===== src/rtl/alu_pkg.sv =====
// Shared opcode constants, entry types and decode helpers for the ALU issue stage.
package alu_pkg;

   localparam int ALU_DATA_W = 16;

   localparam logic [2:0] NO_OPERATION = 3'b000;
   localparam logic [2:0] MUL          = 3'b001;
   localparam logic [2:0] ADD          = 3'b010;
   localparam logic [2:0] SUB          = 3'b011;
   localparam logic [2:0] DIV          = 3'b100;

   typedef struct packed {
      logic [2:0]            op;
      logic [ALU_DATA_W-1:0] a;
      logic [ALU_DATA_W-1:0] b;
   } req_t;

   typedef struct packed {
      logic [ALU_DATA_W-1:0] data;
      logic                  zero;
      logic                  err;
   } rsp_t;

   // How a slot's result is formed once it reaches the capture stage.
   typedef enum logic [1:0] {TAG_OK, TAG_DIV0, TAG_ILL} tag_e;

   function automatic logic is_illegal_op(input logic [2:0] op);
      return op > DIV;
   endfunction

endpackage


===== src/rtl/sync_fifo.sv =====
// Single-clock FIFO with extra-bit pointers; head entry is visible on rdata.
module sync_fifo #(
   parameter int WIDTH = 8,
   parameter int DEPTH = 4
) (
   input  logic                   clk,
   input  logic                   rst_n,
   input  logic                   push,
   input  logic [WIDTH-1:0]       wdata,
   input  logic                   pop,
   output logic [WIDTH-1:0]       rdata,
   output logic                   full,
   output logic                   empty,
   output logic [$clog2(DEPTH):0] count
);
   localparam int AW = $clog2(DEPTH);

   logic [WIDTH-1:0] mem_q [DEPTH];
   logic [AW:0]      wr_ptr_q, wr_ptr_d, rd_ptr_q, rd_ptr_d;
   logic             do_push, do_pop;

   assign count   = wr_ptr_q - rd_ptr_q;
   assign empty   = (wr_ptr_q == rd_ptr_q);
   assign full    = (count == (AW+1)'(DEPTH));
   assign do_push = push && !full;
   assign do_pop  = pop && !empty;
   assign rdata   = mem_q[rd_ptr_q[AW-1:0]];

   always_comb begin
      wr_ptr_d = wr_ptr_q;
      rd_ptr_d = rd_ptr_q;
      if (do_push) wr_ptr_d = wr_ptr_q + (AW+1)'(1);
      if (do_pop)  rd_ptr_d = rd_ptr_q + (AW+1)'(1);
   end

   always_ff @(posedge clk or negedge rst_n) begin
      if (!rst_n) begin
         wr_ptr_q <= '0;
         rd_ptr_q <= '0;
      end else begin
         wr_ptr_q <= wr_ptr_d;
         rd_ptr_q <= rd_ptr_d;
      end
   end

   // Storage is left unreset; only the pointers define what is valid.
   always_ff @(posedge clk) begin
      if (do_push) mem_q[wr_ptr_q[AW-1:0]] <= wdata;
   end

endmodule


===== src/rtl/alu_op_issue.sv =====
// Issue stage in front of the ALU: queues requests, issues one per cycle under a
// response-buffer credit limit, and captures results in request order.
module alu_op_issue
   import alu_pkg::*;
#(
   parameter int DATA_W    = ALU_DATA_W,
   parameter int REQ_DEPTH = 4,
   parameter int RSP_DEPTH = 4
) (
   input  logic              clk,
   input  logic              rst_n,
   input  logic              req_valid,
   output logic              req_ready,
   input  logic [2:0]        req_op,
   input  logic [DATA_W-1:0] req_a,
   input  logic [DATA_W-1:0] req_b,
   output logic [DATA_W-1:0] alu_in1,
   output logic [DATA_W-1:0] alu_in2,
   output logic [2:0]        alu_control,
   input  logic [DATA_W-1:0] alu_out,
   input  logic              alu_zflag,
   output logic              rsp_valid,
   input  logic              rsp_ready,
   output logic [DATA_W-1:0] rsp_data,
   output logic              rsp_zero,
   output logic              rsp_err,
   output logic              busy
);
   localparam int QCW = $clog2(REQ_DEPTH) + 1;
   localparam int RCW = $clog2(RSP_DEPTH) + 1;

   req_t              req_wdata, req_head;
   rsp_t              rsp_wdata, rsp_head;
   logic              req_full, req_empty, rsp_empty, rsp_full_unused;
   logic [QCW-1:0]    req_count_unused;
   logic [RCW-1:0]    rsp_count;
   logic              issue;
   logic [1:0]        inflight;
   logic [RCW:0]      credit_used;

   logic [DATA_W-1:0] alu_in1_q, alu_in1_d, alu_in2_q, alu_in2_d;
   logic [2:0]        alu_control_q, alu_control_d;
   logic              s1_vld_q, s1_vld_d, s2_vld_q, s2_vld_d;
   tag_e              s1_tag_q, s1_tag_d, s2_tag_q, s2_tag_d;

   assign req_ready = !req_full;
   assign req_wdata = '{op: req_op, a: req_a, b: req_b};

   sync_fifo #(.WIDTH($bits(req_t)), .DEPTH(REQ_DEPTH)) u_req_q (
      .clk   (clk),
      .rst_n (rst_n),
      .push  (req_valid && req_ready),
      .wdata (req_wdata),
      .pop   (issue),
      .rdata (req_head),
      .full  (req_full),
      .empty (req_empty),
      .count (req_count_unused)
   );

   // A slot is only issued if the response buffer is sure to have room for it.
   assign inflight    = {1'b0, s1_vld_q} + {1'b0, s2_vld_q};
   assign credit_used = {1'b0, rsp_count} + {{(RCW-1){1'b0}}, inflight};
   assign issue       = !req_empty && (credit_used < (RCW+1)'(RSP_DEPTH));

   always_comb begin
      alu_in1_d     = alu_in1_q;
      alu_in2_d     = alu_in2_q;
      alu_control_d = NO_OPERATION;
      s1_vld_d      = issue;
      s1_tag_d      = TAG_OK;
      if (issue) begin
         alu_in1_d = req_head.a;
         alu_in2_d = req_head.b;
         if (is_illegal_op(req_head.op))
            s1_tag_d = TAG_ILL;
         else if (req_head.op == DIV && req_head.b == '0)
            s1_tag_d = TAG_DIV0;
         else
            alu_control_d = req_head.op;
      end
      s2_vld_d = s1_vld_q;
      s2_tag_d = s1_tag_q;
   end

   always_ff @(posedge clk or negedge rst_n) begin
      if (!rst_n) begin
         alu_in1_q     <= '0;
         alu_in2_q     <= '0;
         alu_control_q <= NO_OPERATION;
         s1_vld_q      <= 1'b0;
         s2_vld_q      <= 1'b0;
         s1_tag_q      <= TAG_OK;
         s2_tag_q      <= TAG_OK;
      end else begin
         alu_in1_q     <= alu_in1_d;
         alu_in2_q     <= alu_in2_d;
         alu_control_q <= alu_control_d;
         s1_vld_q      <= s1_vld_d;
         s2_vld_q      <= s2_vld_d;
         s1_tag_q      <= s1_tag_d;
         s2_tag_q      <= s2_tag_d;
      end
   end

   // Suppressed slots never reached the ALU, so their result is synthesized here.
   always_comb begin
      rsp_wdata = '{data: alu_out, zero: alu_zflag, err: 1'b0};
      case (s2_tag_q)
         TAG_DIV0: rsp_wdata = '{data: '1, zero: 1'b0, err: 1'b1};
         TAG_ILL:  rsp_wdata = '{data: '0, zero: 1'b0, err: 1'b1};
         default:  ;
      endcase
   end

   sync_fifo #(.WIDTH($bits(rsp_t)), .DEPTH(RSP_DEPTH)) u_rsp_q (
      .clk   (clk),
      .rst_n (rst_n),
      .push  (s2_vld_q),
      .wdata (rsp_wdata),
      .pop   (rsp_valid && rsp_ready),
      .rdata (rsp_head),
      .full  (rsp_full_unused),
      .empty (rsp_empty),
      .count (rsp_count)
   );

   assign alu_in1     = alu_in1_q;
   assign alu_in2     = alu_in2_q;
   assign alu_control = alu_control_q;
   assign rsp_valid   = !rsp_empty;
   assign rsp_data    = rsp_valid ? rsp_head.data : '0;
   assign rsp_zero    = rsp_valid && rsp_head.zero;
   assign rsp_err     = rsp_valid && rsp_head.err;
   assign busy        = !req_empty || (inflight != 2'd0) || (rsp_count != '0);

endmodule


===== config.mk =====
export PLATFORM = sky130hd
export DESIGN_NAME = alu_op_issue
export DESIGN_NICKNAME = d
export VERILOG_FILES = /design/src/rtl/alu_pkg.sv /design/src/rtl/sync_fifo.sv /design/src/rtl/alu_op_issue.sv
export SDC_FILE = /design/constraint.sdc
export NUM_CORES = 1
export LEC_CHECK = 0
export ABC_AREA = 1
export CORE_MARGIN = 8
export CORE_UTILIZATION = 35
export CTS_CLUSTER_DIAMETER = 80
export DETAILED_ROUTE_END_ITERATION = 10
export GPL_TIMING_DRIVEN = 0
export PLACE_DENSITY = 0.54
export SYNTH_ARGS = -nofsm -noshare
export SYNTH_HDL_FRONTEND = slang
export SYNTH_HIERARCHICAL = 1
export SYNTH_SLANG_ARGS = --single-unit
export TNS_END_PERCENT = 30

===== constraint.sdc =====
create_clock -name clk -period 3.4 [get_ports clk]
set_input_delay 0.34 -clock clk [delete_from_list [all_inputs] [get_ports clk]]
set_output_delay 0.34 -clock clk [all_outputs]
set_load 0.02 [all_outputs]

==> run_results.csv <==
group,metric,value,unit
outcome,status,"completed",
floorplan,die_w,191,µm
synthesis,synth_nets,980,
worst_setup_path,crit_path_start_kind,"flip-flop",
worst_setup_path,cp_slowest_stage_delay,0.53,ns
floorplan,die_area,36600,µm²
worst_setup_path,crit_type,"reg -> out",
global_routing,grt-ovfl-total,0,
floorplan,rows,64,
sta,fin_setup_tns,0,ns
placed_design,gp_congestion,0.726,
pwr,ir_drop,521,µV
worst_setup_path,path_delay_family,"buffers and inverters",
worst_setup_path,rrSetupSlack,0.29,ns
finish,fin_cells,1475,
synthesis,syn_area,10800,µm²
clocking,path_clk_slew,0.06,ns
sta,max_freq,0.305,GHz
finish,multiInputGateArea,2620,µm²
placed_design,numPortBuffers,111,
sta,layout_min_cycle_time,3.28,ns
detailed_routing,drtIter0Drc,340,
worst_setup_path,r2r-start,"u_req_q/rd_ptr_q[1]",
worst_setup_path,worst-path-buf-inv,6,
synthesis,synth_warnings,6,
worst_setup_path,crit_required,3.06,ns
min_path,min_path_type,"reg -> reg",
sta,slew_headroom,41.5,%
clocking,cts_sinks,265,
detailed_routing,num_vias,6953,
min_path,holdPathStages,0,
sta,hold_viol_final,0,
job,maxCapViolations,0,
finish,drive_gt1_share,11.0,%
pwr,power.leakage,5.30,nW
min_path,hold_start,"s1_tag_q[0]",
synthesis,synthCells,904,
placed_design,pre_cts_ws,0.0967,ns
floorplan,coreArea,30400,µm²
worst_setup_path,crit_path_frequent_cell,"inv_1",
worst_setup_path,end_kind,"output pin",
sta,fin_skew,0.0167,ns
worst_setup_path,crit_chain,"buf_4 -> inv_2 -> clkbuf_4 -> fa_1 -> nor2_1 -> nand2_4 -> inv_1 -> inv_1 -> clkdlybuf4s50_1",
global_routing,grt_pass1_wl,40500,µm
finish,fin_area,13600,µm²
clocking,cts_root_buf,"clkbuf_16",
global_routing,grt_pass1_vias,7045,
worst_setup_path,crit_arrival,2.94,ns
clocking,cts_buffers,29,
sta,setup_viol,0,
floorplan,start_util,35.4,%
min_path,whs_endpoint,"s2_tag_q[0]",
placed_design,dp.cells,1419,
finish,seqCellArea,7690,µm²
sta,period_share,96.4,%
synthesis,avgSynthCellArea,11.9,µm²
sta,setup_ws,0.121,ns
worst_setup_path,worstPathMaxFanout,11,
global_routing,gr-usage-all-layers,14.2,%
global_routing,antenna_found_initial,3,
finish,fill_cells,2887,
sta,holdWs,0.346,ns
detailed_routing,wl_per_cell,17.6,µm
floorplan,die_h,191,µm
finish,diodes,0,
placed_design,hpwl,17400,µm
detailed_routing,drc,0,
worst_setup_path,reg2reg_depth,12,
global_routing,grt_max_degree,28,
detailed_routing,drt-total-wl,26000,µm
clocking,cts_tree,"built",
clocking,insertion_delay,0.55,ns
detailed_routing,antenna_left,0,
detailed_routing,viasPerCell,4.71,
worst_setup_path,cp_slowest_cell,"clkdlybuf4s50_1",
sta,tightest_slew,0.876,ns
clocking,clockBufferDepth,3,
sta,slew_viol_final,0,
pwr,powerDensity,1090,nW/µm²
finish,nets,1133,
worst_setup_path,timing.rr.end,"u_req_q/mem_q[2][5]",
finish,areaGrowthSynthToFinish,26.2,%
sta,grt_setup_unrepaired,"yes",
floorplan,io_pins,112,
detailed_routing,first_pass_iters,5,
clocking,cts-htree-levels,1,
placed_design,dpl-instance-area,12600,µm²
==> power breakdown <==
part / leakage, nW / switching [mW] / internal (mW)
logic: 2.23 / 4.36 / 2.46
clock network: 0.464 / 1.23 / 1.83
registers: 2.60 / 0.334 / 4.64
total: 5.30 / 5.92 / 8.93
==> sequential cells by signal, summed over array words and instances (netlist names), 2 cells and up <==
signal / cells
u_req_q/mem_q: 140
u_rsp_q/mem_q: 72
alu_control: 3
u_rsp_q/rd_ptr_q: 3
u_req_q/wr_ptr_q: 3
alu_in1: 16
s2_tag_q: 2
u_rsp_q/wr_ptr_q: 3
u_req_q/rd_ptr_q: 3
alu_in2: 16
s1_tag_q: 2
==> final cells by class <==
cell class              count  share of cell area [%]
multi-input cells         532                    19.3
clock buffers              33                    5.60
inverters                  64                    1.79
well taps                 396                    3.65
clock inverters            20                    1.36
plain buffers              43                    1.81
flip-flops and latches    265                    56.7
repair buffers            122                    9.84
==> worst register-to-register path, stage by stage (launching register included) <==
cell and delay (ns):
dfrtp_1 0.35, buf_4 0.18, inv_2 0.11, clkbuf_4 0.23, fa_1 0.46, nand3_2 0.10, nand2_2 0.06, nand2_4 0.10
inv_1 0.07, nor2_2 0.24, nand2_4 0.14, nor2_4 0.51, buf_16 0.25
==> metrics by stage <==
step | total power [mW] | utilization [%]
global route | 15.9 | 44.6
detailed placement | 11.9 | 41.3
global placement | 11.7 | 40.6
finish | 14.9 | 44.6
CTS | 15.0 | 44.5
floorplan | 9.15 | -
==> per-layer routing <==
layer  up-vias  share of wire, %  GRT usage (%)
met1      3305                43           17.7
met3        40               6.9           3.79
met2       181                48           24.0
li1       3421                 -              -
met4         6               1.8           3.43
met5         -              0.14              0
==> how the worst max path moves through the flow <==
stage | start | depth (start not counted) | to
global route | u_req_q/rd_ptr_q[1] | 9 | req_ready
detailed placement | u_req_q/rd_ptr_q[1] | 12 | u_req_q/mem_q[0][18]
CTS | u_req_q/rd_ptr_q[1] | 9 | req_ready
global placement | u_req_q/rd_ptr_q[1] | 11 | u_req_q/mem_q[0][12]
floorplan | u_req_q/rd_ptr_q[1] | 10 | u_req_q/mem_q[2][0]
finish | u_req_q/rd_ptr_q[1] | 9 | req_ready
==> cells in the final DEF (no fill, tap or decap), types with 13 or more instances in the layout <==
cell	instances
edfxtp_1	212
buf_2	19
clkbuf_16	29
nor2_1	140
nand2_1	165
dfrtp_1	53
clkdlybuf4s50_1	110
o21ai_0	96
nand3_1	13
o22ai_1	53
ha_1	18
o21ai_1	13
inv_1	56
==> timing repair <==
item | in CTS | in global routing
pin swaps | 0 | 2
hold buffers | 1 | 0
hold endpoints to repair | 26 | 0
setup endpoints to repair | 17 | 75
setup buffers | 0 | 2
resized for setup | 1 | 3
(Power assumes the default switching activity.)
